`src/rtl/pipe_mem.sv`:
```
// pipe_mem: MEM stage of a 5-stage pipeline. Holds the EX/MEM register,
// runs a two-state memory access FSM and forms lane-aligned load/store data.
// Latency: 2 edges from EX input to writeback output, plus one edge per cycle with ack low.
// Backpressure: out_stall = ACCESS & ~in_mem_ack; the stage holds its contents while stalled.
// Ports: in_clk/in_rst (sync, active-high); in_dmem_* / in_rd_* / in_flush from EX;
//        out_mem_* / in_mem_* memory request/ack; out_rd_*, out_wb_data, out_misalign writeback.
// Optional feature: define MEM_ALIGN_CHECK_EN to trap misaligned half/word accesses.
module pipe_mem (
    input  logic        in_clk,
    input  logic        in_rst,
    input  logic        in_dmem_ena,
    input  logic        in_dmem_wena,
    input  logic [1:0]  in_dmem_type,
    input  logic        in_load_signed,
    input  logic [31:0] in_rt_data,
    input  logic [31:0] in_alu_result,
    input  logic [4:0]  in_rd_waddr,
    input  logic        in_rd_sel,
    input  logic        in_rd_wena,
    input  logic        in_flush,
    output logic        out_mem_req,
    output logic        out_mem_we,
    output logic [31:0] out_mem_addr,
    output logic [3:0]  out_mem_be,
    output logic [31:0] out_mem_wdata,
    input  logic        in_mem_ack,
    input  logic [31:0] in_mem_rdata,
    output logic        out_stall,
    output logic [4:0]  out_rd_waddr,
    output logic        out_rd_wena,
    output logic [31:0] out_wb_data,
    output logic        out_misalign
);

`ifdef MEM_ALIGN_CHECK_EN
    localparam logic ALIGN_CHECK = 1'b1;
`else
    localparam logic ALIGN_CHECK = 1'b0;
`endif

    typedef enum logic {IDLE = 1'b0, ACCESS = 1'b1} state_t;

    state_t      state;
    logic        s_vld, s_ena, s_wena, s_signed, s_sel, s_rdwena;
    logic [1:0]  s_type;
    logic [31:0] s_rt, s_alu;
    logic [4:0]  s_rd;

    logic        in_mis, s_mis, access, mem_done;
    logic [1:0]  off;
    logic [3:0]  be;
    logic [31:0] wdata, ld_data;
    logic [7:0]  ld_byte;
    logic [15:0] ld_half;

    // Half needs addr[0]==0, word (type 00 or 11) needs addr[1:0]==0; bytes never trap.
    function automatic logic misaligned(input logic [1:0] t, input logic [1:0] a);
        case (t)
            2'b01:   return a[0];
            2'b10:   return 1'b0;
            default: return a != 2'b00;
        endcase
    endfunction

    assign in_mis   = ALIGN_CHECK & misaligned(in_dmem_type, in_alu_result[1:0]);
    assign s_mis    = ALIGN_CHECK & misaligned(s_type, s_alu[1:0]);
    assign access   = (state == ACCESS);
    assign mem_done = access & in_mem_ack;
    assign out_stall = access & ~in_mem_ack;
    assign off      = s_alu[1:0];

    // Store lane steering; half uses only addr[1], word ignores the low bits.
    always_comb begin
        be    = 4'b1111;
        wdata = s_rt;
        case (s_type)
            2'b10: begin
                be    = 4'b0001 << off;
                wdata = {4{s_rt[7:0]}};
            end
            2'b01: begin
                be    = off[1] ? 4'b1100 : 4'b0011;
                wdata = {2{s_rt[15:0]}};
            end
            default: ;
        endcase
    end

    // Request fields are driven only during ACCESS; the stage is frozen then, so they stay stable.
    assign out_mem_req   = access;
    assign out_mem_we    = access & s_wena;
    assign out_mem_addr  = access ? {s_alu[31:2], 2'b00} : 32'd0;
    assign out_mem_be    = access ? be : 4'd0;
    assign out_mem_wdata = access ? wdata : 32'd0;

    // Load lane extraction mirrors the store lane mapping.
    always_comb begin
        case (off)
            2'd0:    ld_byte = in_mem_rdata[7:0];
            2'd1:    ld_byte = in_mem_rdata[15:8];
            2'd2:    ld_byte = in_mem_rdata[23:16];
            default: ld_byte = in_mem_rdata[31:24];
        endcase
        ld_half = off[1] ? in_mem_rdata[31:16] : in_mem_rdata[15:0];
        case (s_type)
            2'b10:   ld_data = s_signed ? {{24{ld_byte[7]}}, ld_byte} : {24'd0, ld_byte};
            2'b01:   ld_data = s_signed ? {{16{ld_half[15]}}, ld_half} : {16'd0, ld_half};
            default: ld_data = in_mem_rdata;
        endcase
    end

    always_ff @(posedge in_clk) begin
        if (in_rst) begin
            state        <= IDLE;
            s_vld        <= 1'b0;
            s_ena        <= 1'b0;
            s_wena       <= 1'b0;
            s_type       <= 2'd0;
            s_signed     <= 1'b0;
            s_rt         <= 32'd0;
            s_alu        <= 32'd0;
            s_rd         <= 5'd0;
            s_sel        <= 1'b0;
            s_rdwena     <= 1'b0;
            out_rd_wena  <= 1'b0;
            out_rd_waddr <= 5'd0;
            out_wb_data  <= 32'd0;
            out_misalign <= 1'b0;
        end else begin
            // A memory op only writes back on its ack edge; a trapped op never gets there.
            out_rd_wena  <= s_vld & s_rdwena & (~s_ena | mem_done) & ~out_stall;
            out_rd_waddr <= s_rd;
            out_wb_data  <= s_sel ? ld_data : s_alu;
            out_misalign <= s_vld & s_ena & s_mis;
            if (!out_stall) begin
                s_vld    <= ~in_flush;
                s_ena    <= in_dmem_ena;
                s_wena   <= in_dmem_wena;
                s_type   <= in_dmem_type;
                s_signed <= in_load_signed;
                s_rt     <= in_rt_data;
                s_alu    <= in_alu_result;
                s_rd     <= in_rd_waddr;
                s_sel    <= in_rd_sel;
                s_rdwena <= in_rd_wena;
                state    <= (~in_flush & in_dmem_ena & ~in_mis) ? ACCESS : IDLE;
            end
        end
    end

endmodule

```
`config.mk`:
```
export PLATFORM = sky130hd
export DESIGN_NAME = pipe_mem
export DESIGN_NICKNAME = d
export VERILOG_FILES = /design/src/rtl/pipe_mem.sv
export SDC_FILE = /design/constraint.sdc
export NUM_CORES = 1
export LEC_CHECK = 0
export CORE_MARGIN = 2
export CORE_UTILIZATION = 43
export DETAILED_ROUTE_END_ITERATION = 8
export HOLD_SLACK_MARGIN = 0.15
export PLACE_DENSITY = 0.81
export SYNTH_ARGS = -nofsm -noshare
export SYNTH_HDL_FRONTEND = slang
export SYNTH_SLANG_ARGS = --single-unit
```
`constraint.sdc`:
```
create_clock -name in_clk -period 2.3 [get_ports in_clk]
set_input_delay 0.46 -clock in_clk [delete_from_list [all_inputs] [get_ports in_clk]]
set_output_delay 0.46 -clock in_clk [all_outputs]
set_load 0.05 [all_outputs]
```
# Word level (Yosys, flattened, before mapping)
# Index checks and enable logic that the tools add are counted.
[classes] n_eq_ne=4 shifts=1 muxes=13 bitwise=12 n_reduce_logical=1
[op_table] op="$mux W32" count=5
[op_table] op="$pmux W32 S2" count=2
[op_table] op="$pmux W8 S3" count=1
[op_table] op="$mux W16" count=1
[op_table] op="$mux W4" count=2
[op_table] op="$pmux W4 S2" count=1
[op_table] op="$and A1 B1 Y1" count=7
[op_table] op="$eq A2 B1 Y1 const B" count=2
[op_table] op="$eq A2 B2 Y1 const B" count=2
[op_table] op="$not A1 Y1" count=4
[op_table] op="$shl A1 B2 Y4 const A" count=1
[op_table] op="$logic_not A2 Y1" count=1
[op_table] op="$mux W1" count=1
[op_table] op="$or A1 B1 Y1" count=1
[word_totals] reg_bits=116 elab_cells=45

# Logic depth before layout (Yosys ltp)
# Gate-level depths: netlist of the first run.
[depth] depth_word=5 depth_mapped=8 ltp_nobuf=6

# Worst setup path before layout of the first run
# OpenSTA, ideal clock, no wires.
[synth_path] path_kind="register -> output" start="register s_type[0]" end="output port out_mem_wdata[24]" t_arrival_ps=2243 required_ps=1840 path_slack_ps=-403 path_stages_with_launch=7 n_path_buf=2 path_cell_list="dfxtp_1 -> inv_1 -> ha_1 -> buf_2 -> buf_1 -> a221oi_1 -> nor3_1"
[synth_between] elab_chain_cells=3
[synth_lines] item="start, declared" line="45" source="logic [1:0] s_type;"
[synth_lines] item="start signal, assigned" line="139" source="s_type <= in_dmem_type;"
[synth_lines] item="$eq A2 B1 Y1 or $eq A2 B2 Y1 (tied branches)" line="76" source="case (s_type)"
[synth_lines] item="$pmux W32 S2 (*)" line="76"
[synth_lines] item="$mux W32 (*)" line="94" source="assign out_mem_wdata = access ? wdata : 32'd0;"
[synth_lines] item="end, declared" line="25" source="output logic [31:0] out_mem_wdata,"
# Every way passes the cells marked *; elsewhere a longest branch is shown, timed or not.

# Worst setup path in the final report of the first run
[layout_path] start="register s_type[1]" end="output port out_mem_wdata[28]"
# Same word-level chain as after synthesis.

==> impl_metrics.yaml, run 1 <==
outcome:
  outcome: "finished with violations"
  violations: "setup timing"
route:
  drt_first_pass_iters: 5
  drt_iter0_drc: 633
  wirelength_um: 21000
  vias_per_cell: 5.57
  route.vias.total: 6082
  detail-route-antenna-nets: 0
  wl_per_cell_um: 19.3
  drcViolationCount: 0
floorplanning:
  num_rows: 40
  io-pin-count: 222
  dieHeight_um: 115
  initial_utilization: 0.441
  die_width_um: 115
  die_area_um2: 13300
  core_area_um2: 12100
setup_path:
  critPathRequiredTime_ns: 1.84
  start_kind: "register"
  critical_path_class: "register to output pin"
  max_stage_delay_ns: 0.40
  critPathCaptureType: "output pin"
  slowest_stage: "a221oi_1"
  cp_cell_sequence: "buf_6, ha_4, clkbuf_16, a221oi_1, nor3_2, buf_12"
  cp_num_cells: 6
  crit_family: "buffers and inverters"
  reg2regPathDepth: 6
  crit_buf_inv: 3
  critical_path_arrival_ns: 2.03
  path_max_fanout: 7
yosys:
  synthTopCellsByCount: "nand2_1 (180), dfxtp_1 (116), a21oi_1 (92), nor2_1 (63), and2_1 (42)"
  ys_ff_latch: 116
  yosys.area_share.simple: 0.275
  yosys.area.top_type: "dfxtp_1"
  synth_top_family_by_area: "simple AND/OR/NAND/NOR gates"
  yosysWarnings: 0
  yosysMostFrequentCell: "nand2_1"
  muxShareOfSynthArea: 0.0221
  syn_inst: 695
  synth-edff-count: 0
  avgSynthCellArea_um2: 7.65
  yosysSeqAreaShare: 0.437
  synth_xor_area_frac: 0
  synth_top_area_frac: 0.437
  synthTopCellsByArea: "dfxtp_1 (44%), nand2_1 (13%), a21oi_1 (8.7%)"
  synth_adder_area_share: 0.00471
  synth_compound_area_frac: 0.205
  synthFlopType: "dfxtp_1"
  ys_types: 42
  netlist_area_um2: 5310
  async_flop_share: 0
clock_tree:
  cts.clk_slew.worst_paths_ns: 0.06
  insertion_delay_ns: 0.42
  h-tree-depth: 4
  hold_buffers: 0
  clk_path_buf_depth: 2
  root_buffer: "clkbuf_16"
  cts.sinks: 116
  cts_made_buffers: 17
  cts_tree: "built"
sta:
  slew_viol_final: 0
  max_slew_margin: 0.509
  setup_slack_ns: -0.190
  hold_viol: 0
  final.setup_skew_ns: 0.00551
  layout_worst_path_cycle_share: 1.08
  rsz0062_at_grt: "yes"
  worst_pin_slew_ns: 0.735
  period_minus_slack_ns: 2.49
  fmax_ghz: 0.402
  setup_viol_count_final: 27
layout:
  syn2layout_area_growth_pct: 77.0
  layout-drive-gt1-share: 0.245
  nets: 1024
  antenna_cells: 0
  final_cells: 1091
global_routing:
  antenna_found_initial: 1
  grt_pass1_vias: 5571
  grt_pass1_wl_um: 30400
  grt_max_degree: 58
  grt_util_all_layers: 0.298
  grt-ovfl-total: 0
power_and_ir_drop:
  p_comb_frac: 0.227
  leakagePower_nw: 3.66
  switching_share: 0.298
  p_per_area_nw_per_um2: 674
  power_w: 0.00634
  peakVddDrop_mv: 0.523
  p_sw_w: 0.00189
  p_clk_frac: 0.418
  seqPwrFrac: 0.355
  p_int_w: 0.00445
worst_hold_path:
  hold_depth: 2
  hp-class: "register to register"
placement:
  routabilityCongestion: 0.950
  io_buffers: 218
  dpl_worst_slack_ns: 0.110
  dp_hpwl_um: 13800
  placedCellCount: 1047
job:
  maxCapViolations: 0
==> power by group through the flow <==
| stage | combinational, W | sequential (W) | clock (W) |
|---|---|---|---|
| 5_1_grt | 0.00150 | 0.00226 | 0.00276 |
| 2_1_floorplan | 0.000568 | 0.00240 | 0 |
| 6_report | 0.00144 | 0.00225 | 0.00265 |
| 3_5_place_dp | 0.00129 | 0.00228 | 0 |
| 3_3_place_gp | 0.00127 | 0.00227 | 0 |
| 4_1_cts | 0.00135 | 0.00224 | 0.00267 |
==> stage by stage <==
step | util | area (um2) | TNS [ns] | hold WS (ns)
after global routing | 0.780 | 9400 | -2.74 | 0.462
after global placement | 0.699 | 8430 | 0 | 0.433
after CTS | 0.761 | 9180 | -0.745 | 0.446
final | 0.780 | 9400 | -1.32 | 0.445
after detailed placement | 0.699 | 8430 | 0 | 0.440
after floorplan | - | 5390 | -1.74 | 0.421
==> worst paths after layout <==
path / startpoint / end / slack, ns
setup / recovery: s_type[1] / out_mem_wdata[28] / -0.19
setup reg to reg: s_type[1] / out_wb_data[3] / 0.32
hold reg to reg: s_rd[1] / s_rd[1] / 0.45
hold / removal: s_rd[1] / s_rd[1] / 0.45
==> per-layer routing <==
| metal | GRT usage | part of all wire | up-vias |
|---|---|---|---|
| li1 | - | - | 2766 |
| met1 | 0.386 | 0.40 | 2869 |
| met2 | 0.479 | 0.48 | 370 |
| met3 | 0.0669 | 0.081 | 77 |
| met4 | 0.133 | 0.040 | 0 |
| met5 | 0 | 0 | - |
==> sequential cells by signal, summed over array words and instances (netlist names) <==
register	flops
s_ena	1
out_rd_wena	1
s_rt	32
s_alu	32
out_mem_req	1
s_rd	5
out_rd_waddr	5
s_vld	1
s_signed	1
s_type	2
out_wb_data	32
s_rdwena	1
s_wena	1
s_sel	1
==> placed cells by master (no fill, tap or decap), types with 12 or more instances in the layout <==
cell type / n
dfxtp_1: 113
clkbuf_16: 18
nor2_2: 21
nor3_1: 13
nor2_1: 42
and2_1: 41
a21oi_1: 83
buf_12: 75
o21ai_0: 12
buf_4: 23
nand2_1: 178
clkdlybuf4s50_1: 148
a211oi_1: 14
==> worst register-to-register path, cell delays in order, from the launching register on <==
cell      delay, ns
dfxtp_2        0.34
buf_6          0.12
ha_4           0.28
and2b_1        0.29
a21boi_1       0.39
a21oi_1        0.13
a211oi_1       0.31
==> layout make-up <==
| class | instances | area (um2) |
|---|---|---|
| Sequential cell | 116 | 2330 |
| Multi-Input combinational cell | 512 | 2980 |
| Clock buffer | 20 | 467 |
| Timing Repair Buffer | 253 | 3250 |
| Inverter | 10 | 37.5 |
| Fill cell | 763 | 2660 |
| Clock inverter | 12 | 129 |
| Tap cell | 168 | 210 |
==> cells by family after synthesis <==
| family | count (synthesis) |
|---|---|
| simple gates | 332 |
| compound gates | 166 |
| flops | 116 |
| buf+inv | 69 |
| mux | 9 |
| fa+ha+maj | 2 |
| other cells | 1 |
==> what timing repair did <==
| item | in CTS | in global routing |
|---|---|---|
| buffers inserted | 4 | 7 |
| pin swaps | 6 | 14 |
| gates resized for setup | 31 | 30 |
| setup endpoints to repair | 28 | 28 |
| gates cloned | 0 | 1 |
No activity file was read; power rests on OpenSTA's default activity.
==> run 2: changes to the inputs <==
Settings changed: ABC_AREA set to 1, GPL_ROUTABILITY_DRIVEN set to 1.
==> impl_metrics.yaml, run 2 <==
outcome:
  outcome: "finished, final reports clean"
clock_tree:
  h-tree-depth: 4
  clk_path_buf_depth: 2
  root_buffer: "clkbuf_16"
  cts.sinks: 116
  cts_made_buffers: 17
  cts.clk_slew.worst_paths_ns: 0.05
  hold_buffers: 0
  cts_tree: "built"
  insertion_delay_ns: 0.41
setup_path:
  cp_common_cell: "inv_4"
  crit-reg2reg-launch: "out_mem_req"
  start_kind: "register"
  crit_family: "buffers and inverters"
  critical_path_arrival_ns: 1.79
  slowest_stage: "dfxtp_4"
  max_stage_delay_ns: 0.35
  path_max_fanout: 9
  cp_cell_sequence: "inv_2, ha_4, inv_4, buf_6, nand2_8, inv_4, a21oi_4, buf_12"
  crit_buf_inv: 5
  startpoint: "s_type[0]"
  critical_path_class: "register to output pin"
  critPathCaptureType: "output pin"
  critPathRequiredTime_ns: 1.84
layout:
  final_cell_area_um2: 8730
  antenna_cells: 0
  fin_util: 0.724
  syn2layout_area_growth_pct: 63.8
  top_regs: "out_wb_data: 32 flops, s_alu: 32 flops, s_rt: 32 flops"
  final_common_cell: "nand2_1"
  final_cell_mix: "nand2_1 (150), clkdlybuf4s50_1 (148), dfxtp_1 (113)"
  fill_cells: 941
  layout-drive-gt1-share: 0.184
  nets: 1087
route:
  route.vias.total: 5933
  wirelength_um: 18700
  drcViolationCount: 0
  drt_iter0_drc: 523
  wl_per_cell_um: 16.2
  drt_first_pass_iters: 6
  vias_per_cell: 5.14
  detail-route-antenna-nets: 0
sta:
  setup_slack_ns: 0.0548
  slew_viol_final: 0
  period_minus_slack_ns: 2.25
  fmax_ghz: 0.445
  layout_worst_path_cycle_share: 0.976
  setup_viol_count_final: 0
  rsz0062_at_grt: "yes"
  worst_pin_slew_ns: 0.941
  setup_tns_ns: 0
  hold_viol: 0
  final.setup_skew_ns: 0.00784
  max_slew_margin: 0.372
yosys:
  async_flop_share: 0
  netlist_area_um2: 5330
  synthTopCellsByCount: "nand2_1 (151), dfxtp_1 (116), a21oi_1 (107), o21ai_0 (97), inv_1 (88)"
  yosysSeqAreaShare: 0.436
  synth_top_area_frac: 0.436
  synthFlopType: "dfxtp_1"
  ys_ff_latch: 116
  synthTopCellsByArea: "dfxtp_1 (44%), nand2_1 (11%), a21oi_1 (10%)"
  yosys.area.top_type: "dfxtp_1"
  synth-edff-count: 0
  syn_inst: 770
  ys_types: 30
  avgSynthCellArea_um2: 6.92
  yosysWarnings: 0
  yosysMostFrequentCell: "nand2_1"
power_and_ir_drop:
  power_w: 0.00616
  leakagePower_nw: 3.97
  peakVddDrop_mv: 0.389
  p_per_area_nw_per_um2: 706
floorplanning:
  dieHeight_um: 115
  die_area_um2: 13300
  initial_utilization: 0.442
  num_rows: 40
  die_width_um: 115
  core_area_um2: 12100
  io-pin-count: 222
placement:
  io_buffers: 218
  routabilityCongestion: 0.953
  dpl_worst_slack_ns: 0.137
  dp_hpwl_um: 13300
  place_area_um2: 7950
global_routing:
  grt_pass1_wl_um: 28900
  grt-ovfl-total: 0
  grt_util_all_layers: 0.279
  antenna_found_initial: 0
  grt_max_degree: 59
  grt_pass1_vias: 5478
worst_hold_path:
  min-delay-start: "s_rd[0]"
  hp-class: "register to register"
job:
  maxCapViolations: 0
## run 2: changes by cell type in the layout (fill, tap and decap cells not counted), moves of 26 or more
cell and delta:
nand2_1 -28, nor2_1 +26, inv_1 +78, o21ai_0 +77, and2_1 -41, buf_12 -35
## run 2: tightest hold or removal path: cells and delay by family (launching register included)
kind / cells / cell delay [ns]
AND/OR/NAND/NOR: 1 / 0.04
buffers and inverters: 1 / 0.06
flip-flops: 1 / 0.29
## run 2: kinds of logic (layout without fill, tap and decap cells)
kind of cell,count (synthesis),in the layout,synth area share
buffers and inverters,148,362,0.113
AND/OR/NAND/NOR,255,255,0.193
adder cells (fa/ha/maj),2,2,0.00469
flip-flops,116,116,0.436
other,1,3,0.000703
AO/OA/AOI/OAI,248,248,0.253
## run 2: path summary, 6_finish.rpt
kind / slack [ns] / to / depth (start not counted)
worst max-delay path: 0.05 / out_mem_be[0] / 8
worst min-delay path: 0.43 / out_rd_waddr[0] / 2
worst max register to register: 0.45 / s_alu[6] / 5
worst min register to register: 0.43 / out_rd_waddr[0] / 2
## run 2: layout make-up
type / instances / area, um2 / share of cell area
clock buffers: 23 / 478 / 0.0547
well taps: 168 / 210 / 0.0241
inverters: 93 / 357 / 0.0408
multi-input cells: 508 / 2580 / 0.295
clock inverters: 9 / 103 / 0.0117
repair buffers: 237 / 2680 / 0.306
flip-flops and latches: 116 / 2330 / 0.267
## run 2: what timing repair did
action                                  CTS  global route
pin swaps                                 2             4
setup buffers                             0             2
gates cloned                              0             1
endpoints found under the hold margin     0             0
resized for setup                        34            13
endpoints found under the setup margin   28            26
## run 2: through the flow
| stage | std cells | hold slack [ns] |
|---|---|---|
| global route | 1154 | 0.449 |
| floorplan | 772 | 0.410 |
| detailed placement | 1119 | 0.422 |
| CTS | 1151 | 0.430 |
| global placement | 1119 | 0.417 |
| finish | 1154 | 0.428 |
## run 2: report_power, final
part	internal [W]	leakage, nW	switching (W)	total, W
combinational	0.000552	2.72	0.000816	0.00137
clock	0.00167	0.279	0.000901	0.00257
sequential	0.00215	0.965	0.0000765	0.00222
total	0.00437	3.97	0.00179	0.00616
## run 2: routing by layer
metal  wire length [um]  vias to the layer above  GRT usage
met1               7830                     2683      0.365
li1                   -                     2896          -
met3               1470                       57     0.0627
met2               8780                      297      0.442
met4                642                        0      0.119
met5                  0                        -          0
